### src/rtl/rv32i_types_pkg.sv
// Shared RV32I scoreboard types and default sizing constants.
package rv32i_types_pkg;

    localparam int unsigned NUM_REGS_D  = 32;
    localparam int unsigned NUM_WB_D    = 4;
    localparam int unsigned NUM_FU_D    = 4;
    localparam int unsigned TAG_W_D     = 4;
    localparam bit          WAW_STALL_D = 1'b1;
    localparam int unsigned REG_W_D     = $clog2(NUM_REGS_D);

    typedef logic [REG_W_D-1:0] regidx_t;
    typedef logic [TAG_W_D-1:0] rob_tag_t;

    typedef struct packed {
        logic     busy;
        rob_tag_t tag;
    } sb_entry_t;

endpackage

### src/rtl/ooo_sb_entry.sv
// One architectural register's busy/tag state with tag-matched writeback clear.
module ooo_sb_entry #(
    parameter int unsigned IDX    = 1,
    parameter int unsigned REG_W  = 5,
    parameter int unsigned TAG_W  = 4,
    parameter int unsigned NUM_WB = 4
) (
    input  logic                    CLK,
    input  logic                    nRST,
    input  logic [NUM_WB-1:0]       wb_valid,
    input  logic [NUM_WB*REG_W-1:0] wb_rd,
    input  logic [NUM_WB*TAG_W-1:0] wb_tag,
    input  logic                    set,
    input  logic [TAG_W-1:0]        set_tag,
    input  logic                    flush,
    output logic                    busy,
    output logic                    wb_clear_c
);

    logic             busy_q;
    logic [TAG_W-1:0] tag_q;

    // A writeback only retires the register if it carries the tag of the latest producer.
    always_comb begin
        wb_clear_c = 1'b0;
        for (int unsigned p = 0; p < NUM_WB; p++) begin
            if (wb_valid[p] && (wb_rd[p*REG_W +: REG_W] == REG_W'(IDX)) &&
                (wb_tag[p*TAG_W +: TAG_W] == tag_q)) begin
                wb_clear_c = 1'b1;
            end
        end
        wb_clear_c = wb_clear_c & busy_q;
    end

    // Priority: flush > new producer > writeback; flush keeps the tag.
    always_ff @(posedge CLK or negedge nRST) begin
        if (!nRST) begin
            busy_q <= 1'b0;
            tag_q  <= '0;
        end else if (flush) begin
            busy_q <= 1'b0;
        end else if (set) begin
            busy_q <= 1'b1;
            tag_q  <= set_tag;
        end else if (wb_clear_c) begin
            busy_q <= 1'b0;
        end
    end

    assign busy = busy_q;

endmodule

### src/rtl/ooo_issue_scoreboard.sv
// Register scoreboard gating in-order issue into out-of-order FUs (RAW/WAW hazards).
module ooo_issue_scoreboard
    import rv32i_types_pkg::*;
#(
    parameter int unsigned NUM_REGS  = NUM_REGS_D,
    parameter int unsigned NUM_WB    = NUM_WB_D,
    parameter int unsigned NUM_FU    = NUM_FU_D,
    parameter int unsigned TAG_W     = TAG_W_D,
    parameter bit          WAW_STALL = WAW_STALL_D
) (
    input  logic                                  CLK,
    input  logic                                  nRST,
    input  logic                                  issue_valid,
    input  logic [$clog2(NUM_REGS)-1:0]           issue_rs1,
    input  logic [$clog2(NUM_REGS)-1:0]           issue_rs2,
    input  logic [$clog2(NUM_REGS)-1:0]           issue_rd,
    input  logic                                  issue_use_rs1,
    input  logic                                  issue_use_rs2,
    input  logic                                  issue_wen,
    input  logic [$clog2(NUM_FU)-1:0]             issue_fu,
    input  logic [TAG_W-1:0]                      issue_tag,
    input  logic [NUM_FU-1:0]                     fu_busy,
    input  logic                                  rob_full,
    input  logic [NUM_WB-1:0]                     wb_valid,
    input  logic [NUM_WB*$clog2(NUM_REGS)-1:0]    wb_rd,
    input  logic [NUM_WB*TAG_W-1:0]               wb_tag,
    input  logic                                  flush,
    output logic                                  issue_accept,
    output logic                                  stall_issue,
    output logic                                  rs1_busy,
    output logic                                  rs2_busy,
    output logic                                  rd_busy,
    output logic [$clog2(NUM_REGS+1)-1:0]         busy_count
);

    localparam int unsigned REG_W = $clog2(NUM_REGS);
    localparam int unsigned CNT_W = $clog2(NUM_REGS + 1);

    logic [NUM_REGS-1:0] busy_vec;
    logic [NUM_REGS-1:0] clear_vec;
    logic [NUM_REGS-1:1] set_vec;
    logic                fu_stall;

    // x0 is hardwired zero: never busy, never cleared.
    assign busy_vec[0]  = 1'b0;
    assign clear_vec[0] = 1'b0;

    for (genvar r = 1; r < int'(NUM_REGS); r++) begin : g_entry
        assign set_vec[r] = issue_accept & issue_wen & (issue_rd == REG_W'(r));

        ooo_sb_entry #(
            .IDX    (r),
            .REG_W  (REG_W),
            .TAG_W  (TAG_W),
            .NUM_WB (NUM_WB)
        ) u_entry (
            .CLK        (CLK),
            .nRST       (nRST),
            .wb_valid   (wb_valid),
            .wb_rd      (wb_rd),
            .wb_tag     (wb_tag),
            .set        (set_vec[r]),
            .set_tag    (issue_tag),
            .flush      (flush),
            .busy       (busy_vec[r]),
            .wb_clear_c (clear_vec[r])
        );
    end

    // Hazard checks see same-cycle writebacks as already retired.
    always_comb begin
        fu_stall = 1'b1;
        if (32'(issue_fu) < NUM_FU) begin
            fu_stall = fu_busy[issue_fu];
        end
        rs1_busy = issue_use_rs1 & (issue_rs1 != '0) & busy_vec[issue_rs1] & ~clear_vec[issue_rs1];
        rs2_busy = issue_use_rs2 & (issue_rs2 != '0) & busy_vec[issue_rs2] & ~clear_vec[issue_rs2];
        rd_busy  = WAW_STALL & issue_wen & (issue_rd != '0) & busy_vec[issue_rd] & ~clear_vec[issue_rd];
        stall_issue  = issue_valid &
                       (rob_full | fu_stall | rs1_busy | rs2_busy | rd_busy | flush);
        issue_accept = issue_valid & ~stall_issue;
    end

    always_comb begin
        busy_count = '0;
        for (int unsigned i = 0; i < NUM_REGS; i++) begin
            busy_count = busy_count + CNT_W'(busy_vec[i]);
        end
    end

endmodule

### config.mk
export PLATFORM = sky130hd
export DESIGN_NAME = ooo_issue_scoreboard
export DESIGN_NICKNAME = d
export VERILOG_FILES = /design/src/rtl/rv32i_types_pkg.sv /design/src/rtl/ooo_sb_entry.sv /design/src/rtl/ooo_issue_scoreboard.sv
export SDC_FILE = /design/constraint.sdc
export NUM_CORES = 1
export LEC_CHECK = 0
export CAP_MARGIN = 25
export CORE_ASPECT_RATIO = 2
export CORE_MARGIN = 10
export CORE_UTILIZATION = 55
export CTS_CLUSTER_DIAMETER = 150
export DETAILED_ROUTE_END_ITERATION = 16
export GPL_ROUTABILITY_DRIVEN = 1
export PLACE_DENSITY = 0.72
export REMOVE_ABC_BUFFERS = 1
export SETUP_SLACK_MARGIN = 0.02
export SLEW_MARGIN = 40
export SYNTH_ARGS = -nofsm -noshare
export SYNTH_HDL_FRONTEND = slang
export SYNTH_SLANG_ARGS = --single-unit
export TNS_END_PERCENT = 50
### constraint.sdc
create_clock -name CLK -period 17.8 [get_ports CLK]
set_input_delay 3.56 -clock CLK [delete_from_list [all_inputs] [get_ports CLK]]
set_output_delay 3.56 -clock CLK [all_outputs]
set_load 0.02 [all_outputs]
==> results of run 1 <==
worst max-delay path, delay by kind of cell:
kind	cells	cell delay, ns
AOI/OAI and AO/OA	4	1.14
buffers and inverters	3	2.03
muxes	1	0.49
and+or+nand+nor	4	1.39
logic make-up (layout without fill, tap and decap cells):
family / Yosys count / count (layout) / share of synthesized area, %
AND/OR/NAND/NOR: 552 / 552 / 19.3
AO/OA/AOI/OAI: 150 / 150 / 6.86
flip-flops: 155 / 155 / 23.3
other: 0 / 2 / 0
buffers and inverters: 309 / 217 / 7.89
XOR/XNOR: 499 / 499 / 26.3
adder cells (fa/ha/maj): 30 / 30 / 3.30
multiplexers: 158 / 158 / 13.0
area by class of cell:
type                    instances  area (sq um)
fillers                      2662         12300
multi-input cells            1389         11500
flip-flops and latches        155          3880
repair buffers                122          1050
well taps                     368           460
clock buffers                  18           439
inverters                      63           236
clock inverters                14           123
diodes                          2          5.00
how the worst min path moves through the flow:
stage / to / from / slack, ns / cells past startpoint
2_1_floorplan: g_entry[15].u_entry.busy / g_entry[15].u_entry.busy / 0.54 / 2
5_1_grt: g_entry[15].u_entry.busy / g_entry[15].u_entry.busy / 0.66 / 2
3_5_place_dp: g_entry[15].u_entry.busy / g_entry[15].u_entry.busy / 0.62 / 2
3_3_place_gp: g_entry[15].u_entry.busy / g_entry[15].u_entry.busy / 0.60 / 2
6_report: g_entry[7].u_entry.busy / g_entry[7].u_entry.busy / 0.63 / 2
4_1_cts: g_entry[15].u_entry.busy / g_entry[15].u_entry.busy / 0.63 / 2
registers in the layout, summed over array words and instances, names as in the netlist:
name	cells
g_entry.u_entry.busy	31
g_entry.u_entry.tag_q	124
placed cells by master (no fill, tap or decap), types with 6 or more instances in the layout:
cell / instances
a21oi_1: 6
a22oi_1: 6
a31o_2: 7
a31oi_1: 7
and3_1: 9
and4_1: 6
and4b_1: 6
buf_2: 16
buf_4: 38
clkbuf_16: 17
clkdlybuf4s50_1: 66
dfrtp_1: 155
fa_1: 23
ha_1: 7
inv_1: 59
mux2_1: 56
mux2_2: 49
mux2_4: 20
mux4_2: 28
nand2_1: 113
nand2b_1: 16
nand3_1: 60
nand4_1: 90
nand4b_1: 9
nor2_1: 51
nor2b_1: 16
nor3_1: 43
nor3_2: 7
nor3_4: 10
nor4_1: 61
o21ai_0: 14
o22ai_1: 24
o31ai_1: 16
or3_1: 11
or4_1: 6
xnor2_1: 293
xor2_1: 206
per-stage QoR:
step                util (%)  power, W  setup slack, ns
finish                  58.9  0.000935             5.60
global route            58.9  0.000958             5.44
CTS                     58.8  0.000927             5.76
detailed placement      57.0  0.000570             5.75
global placement        56.7  0.000564             5.61
floorplan                  -  0.000458             7.74
metal layers:
| layer | global-route usage [%] | routed length, um | vias to the layer above |
|---|---|---|---|
| met5 | 0 | 0 | - |
| met4 | 29.0 | 6400 | 0 |
| met3 | 7.12 | 6360 | 393 |
| met2 | 55.1 | 30800 | 1038 |
| met1 | 36.7 | 21200 | 7234 |
| li1 | - | - | 6209 |
cell usage after synthesis, drive strengths merged, types with 12 or more instances:
master / instances
nand4: 90
fa: 23
o22ai: 24
xnor2: 293
nor2: 52
dfrtp: 155
o31ai: 17
a31o: 12
nor3: 60
o21ai: 15
nor4: 62
mux4: 28
nor2b: 19
buf: 94
inv: 61
nand2b: 16
nand2: 113
nand3: 60
xor2: 206
clkbuf: 152
mux2: 125
power groups by stage:
stage	sequential, W	combinational (W)	clock (W)
floorplan	0.000370	0.0000885	0
global placement	0.000371	0.000193	0
detailed placement	0.000372	0.000198	0
global route	0.000366	0.000215	0.000378
CTS	0.000365	0.000199	0.000363
finish	0.000365	0.000206	0.000364
==> flow_summary.yaml, run 1 <==
layout:
  drive_gt1_share_pct: 13.2
  fin_area_sq_um: 17700
  nets: 1851
  finalNonFillerCells: 2131
  areaGrowthSynthToFinish_pct: 6.58
floorplan:
  die_y_um: 266
  fp.coreArea_sq_um: 30100
  die_area_sq_um: 38000
  ios: 84
  start_util_pct: 55.3
  row_count: 90
  die_x_um: 143
power_and_ir_drop:
  p_leak_nw: 6.99
  power_density_nw_per_um2: 52.7
  comb_power_share_pct: 22.0
  switchingPower_w: 0.000308
  peakVddDrop_mv: 0.0593
  clkPwrFrac_pct: 38.9
  swShare_pct: 33.0
  p_int_w: 0.000627
  power.share.sequential_pct: 39.1
timing:
  setup_viol: 0
  clock_skew_ns: 0.0137
  fmax_mhz: 81.9
  timing.final.crit_period_ns: 12.20
  worst_pin_slew_ns: 0.885
  slew_headroom_pct: 40.2
  drv_slew: 0
  hold_ws_ns: 0.630
  hold_violations: 0
  tns_ns: 0
  min_period_over_period_pct: 68.6
  rsz0062_at_grt: "no"
placement:
  postPlaceCellArea_sq_um: 17100
  dp_hpwl_um: 46200
  placed_cells: 2096
  gp_congestion: 1.04
  numPortBuffers: 83
global_routing:
  overflow: 0
  grt.total_usage_pct: 33.9
  grt_antenna_before_repair: 1
  grt_pass1_vias: 14900
  grt_pass1_wl_um: 95300
  grt_max_degree: 89
yosys:
  synth.yosys.seq_area_share_pct: 23.3
  synth_area_sq_um: 16600
  synthCells: 1853
  synth_top_area_share_pct: 23.3
  synth-main-ff-cell: "dfrtp_1"
  postSynthAreaPerCell_sq_um: 8.97
  synth_area_leaders: "dfrtp_1, xnor2_1, xor2_1"
  ys_ff_latch: 155
  synth-edff-count: 0
  async_flop_share_pct: 100
  synth_area_leader_cell: "dfrtp_1"
  synth_warnings: 0
  yosysUniqueCellTypes: 90
worst_hold_path:
  hold_path_class: "flip-flop to flip-flop"
clocking:
  ctsHoldBuffers: 0
  htreeDepth: 4
  clk_path_buf_depth: 2
  cts_root_buf: "clkbuf_16"
  clkTransAtPathRegs_ns: 0.07
  clock_latency_ns: 0.47
  clock-sinks: 155
  ctsResizeCount: 0
  cts_buffers: 17
  cts_setup_buffers: 0
  cts_tree: "built"
worst_setup_path:
  start_kind: "input port"
  path_cells: "clkdlybuf4s50_1 > nand4_1 > or4_1 > nor3_1 > o31ai_1 > mux4_2 > nand2_1 > o311ai_0 > o2111ai_1 > o41a_1 > inv_2 > clkdlybuf4s50_1"
  reg2reg_setup_slack_ns: 12.72
  crit_top_cell: "clkdlybuf4s50_1"
  slowest_stage: "clkdlybuf4s50_1"
  required_ns: 14.24
  rr_startpoint: "g_entry[30].u_entry.tag_q[1]"
  crit_arrival_ns: 8.64
  crit_fanout: 18
  max_stage_delay_ns: 0.88
  worstSetupPathType: "input port to primary output"
  rr_worst_depth: 12
  cp-endpoint: "rs1_busy"
  r2r_end: "g_entry[14].u_entry.tag_q[2]"
  end_kind: "primary output"
  crit_start: "wb_rd[17]"
routing:
  firstDrtPassIters: 6
  drtIter0Drc: 1721
  drc: 0
  avgViaCountPerCell: 6.98
  vias: 14900
  drt_wl_total_um: 64800
  wl_per_cell_um: 30.4
  drtAntennaViolNets: 0
run_status:
  outcome: "finished, final reports clean"
flow_run:
  cap_violations: 0
No activity file was read; power rests on OpenSTA's default activity.
==> run 2, diff against run 1 <==
==> constraint.sdc (replaced) <==
create_clock -name CLK -period 11.6 [get_ports CLK]
set_input_delay 2.32 -clock CLK [delete_from_list [all_inputs] [get_ports CLK]]
set_output_delay 2.32 -clock CLK [all_outputs]
set_load 0.02 [all_outputs]
==> run 2 against run 1 <==
Global-route usage up 1.9 points. Count of clock-buffer cells in the layout is 3 higher. Sequential power rose by 53%. Non-clock buffer count rose by 11. Design area increased by 0.37%. Critical path depth fell by 1. Critical path type unchanged. Largest cell class unchanged.
==> flow_summary.yaml, run 2 (same netlist as run 1, synthesis figures left out) <==
routing:
  drc: 0
  vias: 15300
  wl_per_cell_um: 31.8
  avgViaCountPerCell: 7.13
  drt_wl_total_um: 68200
  drtIter0Drc: 1848
  drtAntennaViolNets: 0
  firstDrtPassIters: 8
worst_setup_path:
  end_kind: "primary output"
  crit_fanout: 18
  start_kind: "input port"
  crit_arrival_ns: 7.60
  worstSetupPathType: "input port to primary output"
  required_ns: 9.28
clocking:
  htreeDepth: 4
  clkTransAtPathRegs_ns: 0.07
  clock-sinks: 155
  clock_latency_ns: 0.46
  cts_setup_buffers: 0
  cts_buffers: 17
  ctsResizeCount: 0
  ctsHoldBuffers: 0
  clk_path_buf_depth: 2
  cts_tree: "built"
  cts_root_buf: "clkbuf_16"
global_routing:
  grt_max_degree: 104
  grt_pass1_wl_um: 100000
  grt_pass1_vias: 15300
  overflow: 0
  grt_antenna_before_repair: 2
  grt.total_usage_pct: 35.8
timing:
  fmax_mhz: 101
  drv_slew: 0
  hold_violations: 0
  clock_skew_ns: 0.0161
  hold_ws_ns: 0.635
  tns_ns: 0
  fin_ws_ns: 1.68
  timing.final.crit_period_ns: 9.92
  rsz0062_at_grt: "no"
  min_period_over_period_pct: 85.6
  worst_pin_slew_ns: 1.00
  slew_headroom_pct: 33.1
  setup_viol: 0
layout:
  drive_gt1_share_pct: 13.5
  areaGrowthSynthToFinish_pct: 6.98
  finalNonFillerCells: 2142
  nets: 1862
  largest_reg_flops: 124
  top_register: "g_entry.u_entry.tag_q"
  mostFrequentLayoutCell: "xnor2_1"
  final_cell_mix: "xnor2_1, xor2_1, dfrtp_1"
  fin_util_pct: 59.2
floorplan:
  die_y_um: 266
  die_x_um: 143
  start_util_pct: 55.3
  ios: 84
  fp.coreArea_sq_um: 30100
  row_count: 90
  die_area_sq_um: 38000
placement:
  dp_slack_ns: 2.01
  gp_congestion: 1.06
  placed_cells: 2106
  dp_hpwl_um: 49200
  numPortBuffers: 83
power_and_ir_drop:
  peakVddDrop_mv: 0.0767
  power_density_nw_per_um2: 81.6
  p_leak_nw: 7.03
flow_run:
  cap_violations: 0
run_status:
  outcome: "finished, final reports clean"
worst_hold_path:
  hold_path_class: "flip-flop to flip-flop"
## run 2: path summary, 6_finish.rpt
| check | startpoint | end | slack (ns) | depth (start not counted) |
|---|---|---|---|---|
| worst max-delay path | wb_rd[18] | rs1_busy | 1.68 | 11 |
| worst min-delay path | g_entry[15].u_entry.busy | g_entry[15].u_entry.busy | 0.63 | 2 |
| worst max register to register | g_entry[30].u_entry.tag_q[1] | g_entry[12].u_entry.tag_q[3] | 6.26 | 12 |
| worst min register to register | g_entry[15].u_entry.busy | g_entry[15].u_entry.busy | 0.63 | 2 |
| max in group asynchronous | nRST | g_entry[29].u_entry.tag_q[1] | 8.40 | 3 |
| min in group asynchronous | nRST | g_entry[23].u_entry.tag_q[0] | 1.72 | 1 |
## run 2: power by group
group | internal [W] | switching (W)
combinational | 0.000116 | 0.000209
clock | 0.000309 | 0.000256
sequential | 0.000547 | 0.0000138
## run 2: cell type report
cell class / instances / area, sq um
flip-flops and latches: 155 / 3880
multi-input cells: 1389 / 11500
diodes: 2 / 5.00
repair buffers: 133 / 1140
fillers: 2636 / 12300
clock inverters: 11 / 111
well taps: 368 / 460
inverters: 63 / 236
clock buffers: 21 / 460
## run 2: critical path, stage by stage
cell and delay [ns]:
clkdlybuf4s50_1 1.04, nand4b_1 0.49, nor4_1 0.73, o31ai_1 0.31
mux4_2 0.52, nand2_1 0.07, o311ai_0 0.14, o2111ai_1 0.16
o41a_1 0.63, inv_2 0.48, clkdlybuf4s50_1 0.68
## run 2: routing by layer
layer / track usage (%) / vias to the layer above / wire [um]
li1: - / 6216 / -
met3: 8.90 / 501 / 7080
met2: 58.0 / 1256 / 32000
met5: 0 / - / 14
met1: 37.8 / 7301 / 21900
met4: 31.0 / 2 / 7200
## run 2: per-stage QoR
stage | total power [W] | instance area (sq um)
after global placement | 0.000872 | 17100
after detailed placement | 0.000879 | 17200
after global routing | 0.00149 | 17800
after floorplan | 0.000703 | 15600
after CTS | 0.00144 | 17700
final | 0.00145 | 17800
